## src/rtl/lag_pl_status_tracker.sv

```systemverilog
// ============================================================================
// Module  : lag_pl_status_tracker
// Brief   : Per output-PL ownership state (FREE/ACTIVE/DRAIN) and downstream
//           credit bookkeeping feeding the LAG router PL allocator.
// Revision: 1.0 - initial release
// ============================================================================
`default_nettype none

module lag_pl_status_tracker #(
  parameter int np           = 5,
  parameter int nv           = 4,
  parameter int buf_len      = 4,
  parameter int free_on_tail = 0,
  localparam int N           = np * nv,
  localparam int CW          = $clog2(buf_len + 1)
) (
  input  logic            clk,
  input  logic            rst,
  input  logic [N-1:0]    pl_allocated,
  input  logic [N-1:0]    flit_sent,
  input  logic [N-1:0]    flit_tail,
  input  logic [N-1:0]    credit_in,
  output logic [N-1:0]    pl_alloc_status,
  output logic [N-1:0]    credit_avail,
  output logic [N*CW-1:0] credit_count,
  output logic            error
);

  localparam logic [CW-1:0] c_BUF_LEN = CW'(buf_len);

  typedef enum logic [1:0] {
    ST_FREE   = 2'd0,
    ST_ACTIVE = 2'd1,
    ST_DRAIN  = 2'd2
  } state_t;

  logic [N-1:0] w_lane_err;
  logic         r_error;

  for (genvar i = 0; i < N; i++) begin : g_lane
    state_t        r_state;
    state_t        w_state_nxt;
    logic [CW-1:0] r_cnt;
    logic [CW-1:0] w_cnt_nxt;
    logic          w_send_ok;
    logic          w_cred_ok;
    logic          w_err;

    // A credit in the same cycle makes a send at cnt=0 legal, and a valid
    // send makes a credit at cnt=buf_len legal; each protects the other.
    always_comb begin
      w_send_ok   = flit_sent[i] && (r_state == ST_ACTIVE) &&
                    ((r_cnt != '0) || credit_in[i]);
      w_cred_ok   = credit_in[i] && ((r_cnt != c_BUF_LEN) || w_send_ok);
      w_err       = (pl_allocated[i] && (r_state != ST_FREE)) ||
                    (flit_sent[i] && !w_send_ok) ||
                    (credit_in[i] && !w_cred_ok);
      w_cnt_nxt   = r_cnt - CW'(w_send_ok) + CW'(w_cred_ok);
      w_state_nxt = r_state;
      case (r_state)
        ST_FREE: begin
          if (pl_allocated[i]) w_state_nxt = ST_ACTIVE;
        end
        ST_ACTIVE: begin
          if (w_send_ok && flit_tail[i])
            w_state_nxt = (free_on_tail != 0) ? ST_FREE : ST_DRAIN;
        end
        ST_DRAIN: begin
          if (w_cnt_nxt == c_BUF_LEN) w_state_nxt = ST_FREE;
        end
        default: w_state_nxt = ST_FREE;
      endcase
    end

    always_ff @(posedge clk) begin
      if (rst) begin
        r_state <= ST_FREE;
        r_cnt   <= c_BUF_LEN;
      end else begin
        r_state <= w_state_nxt;
        r_cnt   <= w_cnt_nxt;
      end
    end

    assign w_lane_err[i]              = w_err;
    assign pl_alloc_status[i]         = (r_state == ST_FREE);
    assign credit_avail[i]            = (r_cnt != '0);
    assign credit_count[i*CW +: CW]   = r_cnt;
  end

  always_ff @(posedge clk) begin
    if (rst) begin
      r_error <= 1'b0;
    end else if (|w_lane_err) begin
      r_error <= 1'b1;
    end
  end

  assign error = r_error;

endmodule

`default_nettype wire

```

## config.mk

```make
export PLATFORM = sky130hd
export DESIGN_NAME = lag_pl_status_tracker
export DESIGN_NICKNAME = d
export VERILOG_FILES = /design/src/rtl/lag_pl_status_tracker.sv
export SDC_FILE = /design/constraint.sdc
export NUM_CORES = 1
export LEC_CHECK = 0
export BUFFER_PORTS_ARGS = -buffer_cell sky130_fd_sc_hd__buf_2
export CAP_MARGIN = 25
export CORE_ASPECT_RATIO = 0.6
export CORE_MARGIN = 2
export CORE_UTILIZATION = 51
export DETAILED_ROUTE_END_ITERATION = 12
export PLACE_DENSITY = 0.76
export SLEW_MARGIN = 0
export SYNTH_ARGS = -nofsm -noshare
export SYNTH_HDL_FRONTEND = slang
export SYNTH_SLANG_ARGS = --single-unit
```

## constraint.sdc

```tcl
create_clock -name clk -period 3.4 [get_ports clk]
set_clock_uncertainty 0.15 [all_clocks]
set_input_delay 0.68 -clock clk [delete_from_list [all_inputs] [get_ports clk]]
set_output_delay 0.68 -clock clk [all_outputs]
set_load 0.01 [all_outputs]
```

Yosys cells after proc, flatten, opt, wreduce, memory -nomap -nowiden
Index checks and enable logic that the tools add are counted.
- shifts and indexed selects: 0
- multipliers: 0
- bitwise operators: 0
- add/sub/neg operators: 40
- reduce and logical (&&, ||, !) cells: 341
- equal/unequal tests: 140
- mux-type cells: 80
- magnitude comparators: 0
- div/mod/pow operators: 0
- operators by type and width (operator ; count):
    1-bit logical AND ; 140
    2-bit two-way mux ; 60
    2-bit one-hot mux with 3 select lines ; 20
    1-bit logical OR ; 80
    2-bit != test, second input constant ; 40
    3-bit by 1-bit adder with 3-bit output ; 20
    3-bit == test, second input constant ; 20
    3-bit != test, second input constant ; 20
    3-bit AND reduction ; 20
    3-bit nonzero test ; 20
    3-bit by 1-bit subtractor with 3-bit output ; 20
    2-bit by 1-bit == test with 1-bit output, second input constant ; 20
    2-bit == test, second input constant ; 20
    1-bit zero test ; 40
    2-bit zero test ; 20
    2-bit by 1-bit != test with 1-bit output, second input constant ; 20
    2-bit nonzero test ; 20
    20-bit OR reduction ; 1
- word-level logic and storage cells: 642
- memories kept: 0
- bits of input ports: 82
- register bits after elaboration: 101
- output and inout bits: 101
- latch bits: 0
- bits in read-only memories: 0
- bits in writable memories: 0

Depth between registers and ports, before layout
Gate-level depths: netlist of run 1.
- depth after elaboration: 9
- depth in mapped cells: 12
- depth with buffers taken out: 12

Worst setup path after synthesis of run 1
No wires, ideal clock.
- path kind: input to register
- from: in flit_sent[18]
- to: reg g_lane[18].r_state[1]
- arrival time: 2.578 ns
- setup slack: 0.542 ns
- stages: 11
- path buffers: 0
- data required time: 3.119 ns
- library setup time: 0.131 ns
- path through: inv_1 -> nor4_1 -> ha_1 -> inv_1 -> ha_1 -> inv_1 -> fa_1 -> xor2_1 -> xnor2_1 -> o311ai_0 -> a21oi_1
- longest elaborated chain between the ends: 8
- elaborated cells between the ends (all ways): 11
- classes of those cells: 2 x add/sub; 3 x eq/ne; 6 x reduce/logical
- RTL lines (item ; line ; source):
    from (decl) ; 20 ; input logic [N-1:0] flit_sent,
    1-bit logical AND * (2 in a row) ; 52 ; w_send_ok = flit_sent[i] && (r_state == ST_ACTIVE) &&
    branches (longest 5 deep; another with 3-bit by 1-bit subtractor with 3-bit output) ; - ;
    3-bit AND reduction (no line) * ; - ;
    to (signal assigned) ; 80 ; r_state <= w_state_nxt;
    to (decl) ; 41 ; state_t r_state;
Every way passes the cells marked *.
A chain may end at the register's enable or synchronous reset.

Worst setup path in the final report of run 1
- from: reg g_lane[18].r_state[0]
- to: reg g_lane[18].r_state[1]
- longest elaborated chain between the ends: 9
- elaborated cells between the ends (all ways): 16
- classes of those cells: 2 x add/sub; 6 x eq/ne; 1 x mux; 7 x reduce/logical
- RTL lines (item):
    branches (longest 9 deep; another with 3-bit by 1-bit subtractor with 3-bit output)
Parallel ways; which one is timed is not known.

==> results.yml, run 1 <==
run_status:
  status: "complete, no violations"
global_routing:
  antenna_found_initial: 0
  grt_usage_pct: 24.5
  grt_pass1_vias: 5005
  grt_max_degree: 102
  grt-ovfl-total: 0
  grt_use_met1_pct: 38.8
  gr-usage-met3_pct: 5.00
  use_met2_pct: 33.8
  grt_pass1_wl_mm: 25.2
  busiest_layer: "met1"
power:
  p_switching_w: 0.00241
  cell_internal_pwr_w: 0.00336
  max-vdd-ir-drop_uv: 470
  pwr-share-seq_pct: 34.9
  total_leakage_power_nw: 3.31
  swShare_pct: 41.8
  power_density_nw_per_um2: 785
  clock_power_share_pct: 16.6
  p_comb_share_pct: 48.5
route:
  drtIter0Drc: 374
  vias: 5636
  routed_wl_mm: 15.8
  dr.pass1.iters: 4
  drc_errors: 0
  wire_per_inst_um: 15.0
  via_per_inst: 5.32
  final_antenna_net_count: 0
layout:
  syn2layout_area_growth_pct: 20.2
  final_layout_size_suffix_gt1_share_pct: 22.7
  final_cell_mix: "182 x buf_2, 101 x dfxtp_1, 97 x inv_1"
  multiInputGateArea_um2: 3540
  fin_nets: 1036
  fillers: 1048
  regArea_um2: 2020
  fin_util_pct: 64.0
  layout_commonest_cell: "buf_2"
  num_antenna_cells: 0
job:
  maxCapViolCount: 0
worst_setup_path:
  worstPathMaxFanout: 5
  crit_arrival_ns: 2.91
  end_kind: "flop"
  cp-start-kind: "flop"
  path_class: "reg -> reg"
  cp_data_required_time_ns: 3.46
synth:
  syn_inst: 729
  synth-seq-cells: 101
  yosysWarnings: 0
  synth.avg_cell_area_um2: 8.39
  synth_area_um2: 6120
  synth_top_area_cell: "dfxtp_1"
  synth_fp_nets: 871
  synthDistinctLibCells: 37
  synth_top_area_share_pct: 33.1
  ys_top_cells_by_area: "dfxtp_1 33%, ha_1 8.2%, fa_1 6.5%"
  ys_seq_area_share_pct: 33.1
clocking:
  post-cts-setup-buffers: 0
  postCtsHoldBufs: 0
  cts_max_path_buffers: 2
  cts_resized: 0
  htreeDepth: 3
  cts.sinks: 101
  cts.clk_slew.worst_paths_ns: 0.07
  cts_tree: "built"
  cts-root-buf: "clkbuf_16"
  clk_latency_ns: 0.34
  cts_buffers: 9
sta:
  worst_slew_pin_slew_ns: 0.510
  holdWs_ns: 0.362
  rsz0062_at_grt: "false"
  period_minus_slack_ns: 2.84
  fmax_mhz: 352
  drv_slew: 0
  final.setup.tns_ns: 0
  slew_headroom_pct: 65.7
  final.period_utilization_pct: 83.6
  setup_viol: 0
  hold_violations: 0
floorplan:
  dieArea_um2: 12900
  die_w_um: 145
  io_pins: 183
  fp.coreArea_um2: 11500
  rows: 30
  die_h_um: 88.8
  start_util_pct: 53.2
place:
  dp_hpwl_mm: 12.7
  gp_congestion: 0.847
  port_buffers: 182
min_path:
  hold_class: "reg -> reg"
kinds of logic (layout without fill, tap and decap cells):
family          count (synthesis)  count (layout)  synth area share (%)
flops                         101             101                  33.1
xor+xnor                       40              40                  5.73
compound gates                105             105                  11.9
simple gates                  295             295                  25.5
fa+ha+maj                      60              60                  14.7
buf+inv                       128             298                  9.08
worst max-delay path, cell delays in order (launching register included):
cell	delay, ns
dfxtp_1	0.39
inv_1	0.10
nor4_1	0.43
ha_1	0.31
inv_1	0.06
ha_1	0.13
inv_1	0.05
fa_1	0.37
xor2_1	0.16
xnor2_1	0.14
o311ai_0	0.31
a21oi_1	0.12
path summary, 6_finish.rpt:
| kind | from | endpoint | slack (ns) | depth (start not counted) |
|---|---|---|---|---|
| worst max-delay path | g_lane[18].r_state[0] | g_lane[18].r_state[1] | 0.56 | 11 |
| worst min-delay path | g_lane[14].r_state[1] | g_lane[14].r_state[0] | 0.36 | 1 |
| worst max register to register | g_lane[18].r_state[0] | g_lane[18].r_state[1] | 0.56 | 11 |
| worst min register to register | g_lane[14].r_state[1] | g_lane[14].r_state[0] | 0.36 | 1 |
final cells by class:
cell class	instances	share of cell area (%)
inverters	97	4.95
clock buffers	11	3.30
well taps	160	2.72
multi-input cells	500	48.1
repair buffers	185	12.9
flip-flops and latches	101	27.5
clock inverters	5	0.494
registers in the layout, indices dropped and copies added (netlist names):
signal,count
g_lane.r_cnt,60
g_lane.r_state,40
error,1
per-layer routing:
metal | vias to the layer above | routed length [um]
li1 | 2847 | -
met3 | 18 | 1230
met1 | 2556 | 8430
met4 | 0 | 185
met2 | 215 | 6010
met5 | - | 0
cells in the mapped netlist:
cell and instances:
a2111oi_0 18, a21oi_1 23, a311oi_1 1, a41oi_1 1, and3_1 1, and4_1 1, buf_4 20, clkbuf_1 11
dfxtp_1 101, fa_1 20, ha_1 40, inv_1 97, nand2_1 37, nand2b_1 22, nand3_1 23, nand3b_1 20
nand4_1 17, nor2_1 75, nor2b_1 36, nor3_1 10, nor3b_1 2, nor4_1 28, nor4_2 1, o2111ai_1 6
o211a_1 2, o21ai_0 21, o21ai_1 5, o21ai_2 2, o221ai_1 1, o22ai_1 4, o311ai_0 19, o31ai_1 2
or2_2 1, or3_1 20, or4_1 1, xnor2_1 34, xor2_1 6
power by group through the flow:
stage	sequential, W	combinational, W	clock, W
finish	0.00201	0.00279	0.000959
global route	0.00208	0.00316	0.00103
CTS	0.00200	0.00280	0.000980
detailed placement	0.00203	0.00278	0
global placement	0.00203	0.00273	0
floorplan	0.00205	0.00182	0
stage by stage:
| stage | total power (W) | area, um2 | setup slack (ns) | instances |
|---|---|---|---|---|
| 6_report | 0.00577 | 7350 | 0.557 | 1059 |
| 5_1_grt | 0.00627 | 7350 | 0.264 | 1059 |
| 4_1_cts | 0.00578 | 7350 | 0.557 | 1059 |
| 3_5_place_dp | 0.00480 | 7070 | 0.264 | 1043 |
| 3_3_place_gp | 0.00475 | 7070 | 0.233 | 1043 |
| 2_1_floorplan | 0.00386 | 6120 | 0.542 | 729 |
(Power assumes the default switching activity.)
==> inputs of run 2 (changes only) <==
--- a/config.mk
+++ b/config.mk
@@ -9,9 +9,9 @@
 export CAP_MARGIN = 25
 export CORE_ASPECT_RATIO = 0.6
 export CORE_MARGIN = 2
-export CORE_UTILIZATION = 51
+export CORE_UTILIZATION = 47
 export DETAILED_ROUTE_END_ITERATION = 12
-export PLACE_DENSITY = 0.76
+export PLACE_DENSITY = 0.74
 export SLEW_MARGIN = 0
 export SYNTH_ARGS = -nofsm -noshare
 export SYNTH_HDL_FRONTEND = slang
==> constraint.sdc (replaced) <==
create_clock -name clk -period 2.6 [get_ports clk]
set_clock_uncertainty 0.15 [all_clocks]
set_input_delay 0.52 -clock clk [delete_from_list [all_inputs] [get_ports clk]]
set_output_delay 0.52 -clock clk [all_outputs]
set_load 0.01 [all_outputs]
==> run 2 against run 1 <==
The run now ends with negative setup slack left. Design area up 26%. Sequential share of layout area down 5.2 points. Non-clock buffer count up 166. Critical path depth unchanged. Highest routed layer is now met5. Largest cell class unchanged. Die area up 8.2%. Via count up 14%. Combinational power up 100%. Register-to-register slack worse by 0.59 ns. Sequential power up 25%. Fmax up 7.9%. Setup slack worse by 0.59 ns.
==> results.yml, run 2 (synthesis results as in run 1) <==
worst_setup_path:
  worst-r2r-cell-count: 11
  r2r_end: "g_lane[1].r_state[1]"
  reg2reg_slack_ns: -0.03
  path_class: "reg -> reg"
  cp_data_required_time_ns: 2.66
  crit_arrival_ns: 2.70
  cp-start-kind: "flop"
  slowest_stage: "fa_2"
  end_kind: "flop"
  path_buf_inv: 2
  reg2reg_from: "g_lane[1].r_cnt[1]"
  slowest_delay_ns: 0.40
  worstPathMaxFanout: 2
  path_cells: "nor4_4, nor2_1, ha_1, inv_1, ha_1, inv_1, fa_2, xor2_2, xnor2_1, o311ai_1, a21oi_1"
  critPathTopFamily: "adder cells"
route:
  final_antenna_net_count: 0
  dr.pass1.iters: 5
  via_per_inst: 5.21
  drtIter0Drc: 401
  routed_wl_mm: 19.2
  drc_errors: 0
  vias: 6451
  wire_per_inst_um: 15.5
layout:
  syn2layout_area_growth_pct: 51.3
  fillers: 990
  regMostFlops: "g_lane.r_cnt"
  largest_register_ffs: 60
  layout_commonest_cell: "buf_2"
  fin_area_um2: 9250
  final_layout_size_suffix_gt1_share_pct: 44.3
  fin_cells: 1239
  fin_nets: 1202
  final_cell_mix: "182 x buf_2, 167 x buf_4, 97 x inv_1"
job:
  maxCapViolCount: 0
power:
  power_density_nw_per_um2: 1040
  finalPower_w: 0.00961
  max-vdd-ir-drop_uv: 639
  total_leakage_power_nw: 4.29
floorplan:
  die_h_um: 92.4
  rows: 32
  die_w_um: 151
  fp.coreArea_um2: 12800
  dieArea_um2: 14000
  start_util_pct: 47.9
  io_pins: 183
min_path:
  min_from: "flit_tail[7]"
  hold_class: "in -> reg"
  holdPathStages: 2
  holdPathEnd: "g_lane[7].r_state[0]"
global_routing:
  grt_pass1_wl_mm: 28.6
  grt-ovfl-total: 0
  grt_pass1_vias: 5809
  antenna_found_initial: 5
  grt_usage_pct: 26.3
  grt_max_degree: 60
sta:
  slew_headroom_pct: 60.5
  setup_viol: 4
  final.period_utilization_pct: 101
  worst_slack_ns: -0.0340
  final.setup.tns_ns: -0.0753
  worst_slew_pin_slew_ns: 0.587
  hold_violations: 0
  rsz0062_at_grt: "true"
  fmax_mhz: 380
  period_minus_slack_ns: 2.63
  drv_slew: 0
clocking:
  cts_tree: "built"
  htreeDepth: 3
  postCtsHoldBufs: 0
  clk_latency_ns: 0.34
  cts-root-buf: "clkbuf_16"
  cts.sinks: 101
  cts_buffers: 9
  cts.clk_slew.worst_paths_ns: 0.07
  cts_max_path_buffers: 2
place:
  port_buffers: 182
  dp_cells: 1204
  dpl-instance-area_um2: 8310
  gp_congestion: 0.891
  dp_hpwl_mm: 14.7
run_status:
  violations: "negative setup slack"
  status: "complete, but fails checks"
run 2: routing by layer:
layer	part of all wire [%]	global-route usage (%)	vias up	wire, um
met2	43	38.5	241	8250
met3	8.9	7.64	14	1710
met5	0.068	0	-	13
met1	47	38.9	3007	9120
li1	-	-	3187	-
met4	0.61	3.89	2	118
run 2: stage by stage:
| step | hold WS, ns | utilization, % | worst slack (ns) |
|---|---|---|---|
| after floorplan | 0.298 | - | -0.0155 |
| after global placement | 0.340 | 65.1 | -0.336 |
| after detailed placement | 0.358 | 65.1 | -0.333 |
| after CTS | 0.225 | 68.6 | 0.0000682 |
| after global routing | 0.214 | 72.4 | -0.164 |
| final | 0.230 | 72.4 | -0.0340 |
run 2: cell type report:
| class | instances | area (um2) | share of cell area [%] |
|---|---|---|---|
| diodes | 4 | 10.0 | 0.108 |
| clock buffers | 12 | 267 | 2.88 |
| clock inverters | 4 | 55.1 | 0.595 |
| inverters | 97 | 364 | 3.94 |
| multi-input cells | 500 | 4080 | 44.1 |
| flip-flops and latches | 101 | 2070 | 22.4 |
| well taps | 170 | 213 | 2.30 |
| repair buffers | 351 | 2200 | 23.7 |
run 2: worst max path at each step:
stage	startpoint	endpoint	slack, ns	depth (start not counted)
after floorplan	flit_sent[18]	g_lane[18].r_state[1]	-0.02	11
after CTS	g_lane[6].r_cnt[0]	g_lane[6].r_state[1]	0.00007	11
after global placement	flit_sent[7]	g_lane[7].r_state[1]	-0.34	11
after detailed placement	flit_sent[7]	g_lane[7].r_state[1]	-0.33	11
final	g_lane[1].r_cnt[1]	g_lane[1].r_state[1]	-0.03	11
after global routing	g_lane[4].r_cnt[1]	g_lane[4].r_state[1]	-0.16	10
run 2: report_power, final:
| part | internal [W] | switching, W | total (W) |
|---|---|---|---|
| Sequential | 0.00203 | 0.000484 | 0.00251 |
| Combinational | 0.00292 | 0.00275 | 0.00567 |
| Clock | 0.000830 | 0.000604 | 0.00143 |
run 2: timing repair:
| action | CTS | global route |
|---|---|---|
| hold endpoints to repair | 0 | 0 |
| gates cloned | 0 | 0 |
| pin swaps | 6 | 50 |
| endpoints found under the setup margin | 11 | 22 |
| resized for setup | 23 | 105 |
| buffers inserted | 1 | 14 |
==> inputs of run 3 (changes only) <==
--- a/config.mk
+++ b/config.mk
@@ -12,6 +12,7 @@
 export CORE_UTILIZATION = 47
 export DETAILED_ROUTE_END_ITERATION = 12
 export PLACE_DENSITY = 0.74
+export REMOVE_ABC_BUFFERS = 1
 export SLEW_MARGIN = 0
 export SYNTH_ARGS = -nofsm -noshare
 export SYNTH_HDL_FRONTEND = slang
==> run 3 against run 2 <==
The run still ends with negative setup slack left. Count of clock-buffer cells in the layout did not move. Routed wire length fell by 0.59%. Sequential share of layout area decreased by 0.18 points. Global-route usage decreased by 0.098 points. Non-clock buffer count is 8 higher. Die area is the same. Via count about the same. Power is 0.18% lower. First-iteration DRC count grew 8.0%. Critical path depth rose by 1. Cell count rose by 0.40%.
==> results.yml, run 3 (synthesis results as in run 1) <==
place:
  dp_hpwl_mm: 14.6
  gp_congestion: 0.879
  port_buffers: 182
  dp_slack_ns: -0.427
  dp_cells: 1217
sta:
  slew_headroom_pct: 58.4
  worst_slack_ns: -0.0100
  hold_violations: 0
  period_minus_slack_ns: 2.61
  rsz0062_at_grt: "true"
  drv_slew: 0
  fmax_mhz: 383
  worst_slew_pin_slew_ns: 0.618
  final.period_utilization_pct: 100
  setup_viol: 1
global_routing:
  grt_usage_pct: 26.2
  grt_pass1_wl_mm: 28.8
  grt-ovfl-total: 0
  grt_pass1_vias: 5961
  antenna_found_initial: 1
  grt_max_degree: 41
clocking:
  cts_buffers: 9
  htreeDepth: 3
  cts-root-buf: "clkbuf_16"
  cts_tree: "built"
  cts.sinks: 101
  cts.clk_slew.worst_paths_ns: 0.07
  cts_max_path_buffers: 2
  clk_latency_ns: 0.34
route:
  drtIter0Drc: 433
  final_antenna_net_count: 0
  dr.pass1.iters: 7
  drc_errors: 0
  vias: 6455
  routed_wl_mm: 19.1
  wire_per_inst_um: 15.3
  via_per_inst: 5.19
run_status:
  status: "complete, but fails checks"
  violations: "negative setup slack"
power:
  total_leakage_power_nw: 4.29
  power_density_nw_per_um2: 1030
  max-vdd-ir-drop_uv: 575
worst_setup_path:
  cp-start-kind: "input port"
  crit_arrival_ns: 2.68
  worstPathMaxFanout: 3
  path_class: "in -> reg"
  end_kind: "flop"
  cp_data_required_time_ns: 2.67
floorplan:
  dieArea_um2: 14000
  fp.coreArea_um2: 12800
  start_util_pct: 47.9
  rows: 32
  io_pins: 183
  die_w_um: 151
  die_h_um: 92.4
layout:
  fin_cells: 1244
  syn2layout_area_growth_pct: 51.8
  regMostFlops: "g_lane.r_cnt"
  final_layout_size_suffix_gt1_share_pct: 45.1
  final_cell_mix: "182 x buf_2, 173 x buf_4, 93 x inv_1"
  fin_nets: 1210
  fillers: 949
  layout_commonest_cell: "buf_2"
  largest_register_ffs: 60
min_path:
  hold_class: "in -> reg"
job:
  maxCapViolCount: 0
==> run 3: through the flow <==
stage	hold WS [ns]	util, %	total power (W)	cell area (um2)	setup TNS (ns)
6_report	0.226	72.7	0.00959	9280	-0.0100
5_1_grt	0.233	72.6	0.0103	9280	-1.07
4_1_cts	0.226	68.5	0.00888	8750	0
3_5_place_dp	0.338	65.2	0.00739	8330	-6.38
3_3_place_gp	0.333	65.2	0.00726	8330	-4.64
2_1_floorplan	0.295	-	0.00498	5920	-0.510
==> run 3: metal layers <==
| metal | part of all wire [%] | vias to the layer above | track usage [%] | wire, um |
|---|---|---|---|---|
| met2 | 44 | 233 | 40.3 | 8400 |
| li1 | - | 3203 | - | - |
| met1 | 47 | 3004 | 38.4 | 8960 |
| met5 | 0 | - | 0 | 0 |
| met4 | 0.84 | 0 | 3.50 | 160 |
| met3 | 8.2 | 15 | 6.06 | 1570 |
==> run 3: worst max-delay path, stage by stage <==
cell,delay [ns]
buf_2,0.13
nor4_4,0.29
buf_4,0.16
nor4_2,0.04
ha_1,0.27
inv_1,0.04
ha_2,0.17
fa_2,0.41
xnor2_2,0.21
xnor2_2,0.12
o311ai_2,0.23
a21oi_1,0.10
==> run 3: what timing repair did <==
item / 4_1_cts / 5_1_grt
gates cloned: 0 / 0
pin swaps: 6 / 62
hold buffers: 0 / 0
setup endpoints to repair: 13 / 27
buffers inserted: 0 / 11
gates resized for setup: 30 / 119
==> run 3: area by class of cell <==
cell class	count	area [um2]	area share (%)
sequential	101	2060	22.2
inverter	97	369	3.98
multi-input combinational	500	4080	44.0
tap	170	213	2.29
antenna	1	2.50	0.0270
clock buffer	12	236	2.55
timing repair buffer	359	2270	24.5
clock inverter	4	48.8	0.526
==> run 3: report_power, final <==
group	total (W)	switching [W]	leakage, nW	internal (W)
logic	0.00581	0.00283	3.31	0.00298
registers	0.00245	0.000436	0.843	0.00202
clock network	0.00133	0.000585	0.141	0.000747
total	0.00959	0.00385	4.29	0.00574
==> run 3: path summary, 6_finish.rpt <==
kind / start / to / slack [ns] / depth (start not counted)
min reg2reg: g_lane[15].r_state[1] / g_lane[15].r_state[0] / 0.32 / 1
max: credit_in[4] / g_lane[4].r_state[1] / -0.01 / 12
max reg2reg: g_lane[4].r_cnt[1] / g_lane[4].r_state[1] / 0 / 11
min: flit_tail[19] / g_lane[19].r_state[0] / 0.23 / 2
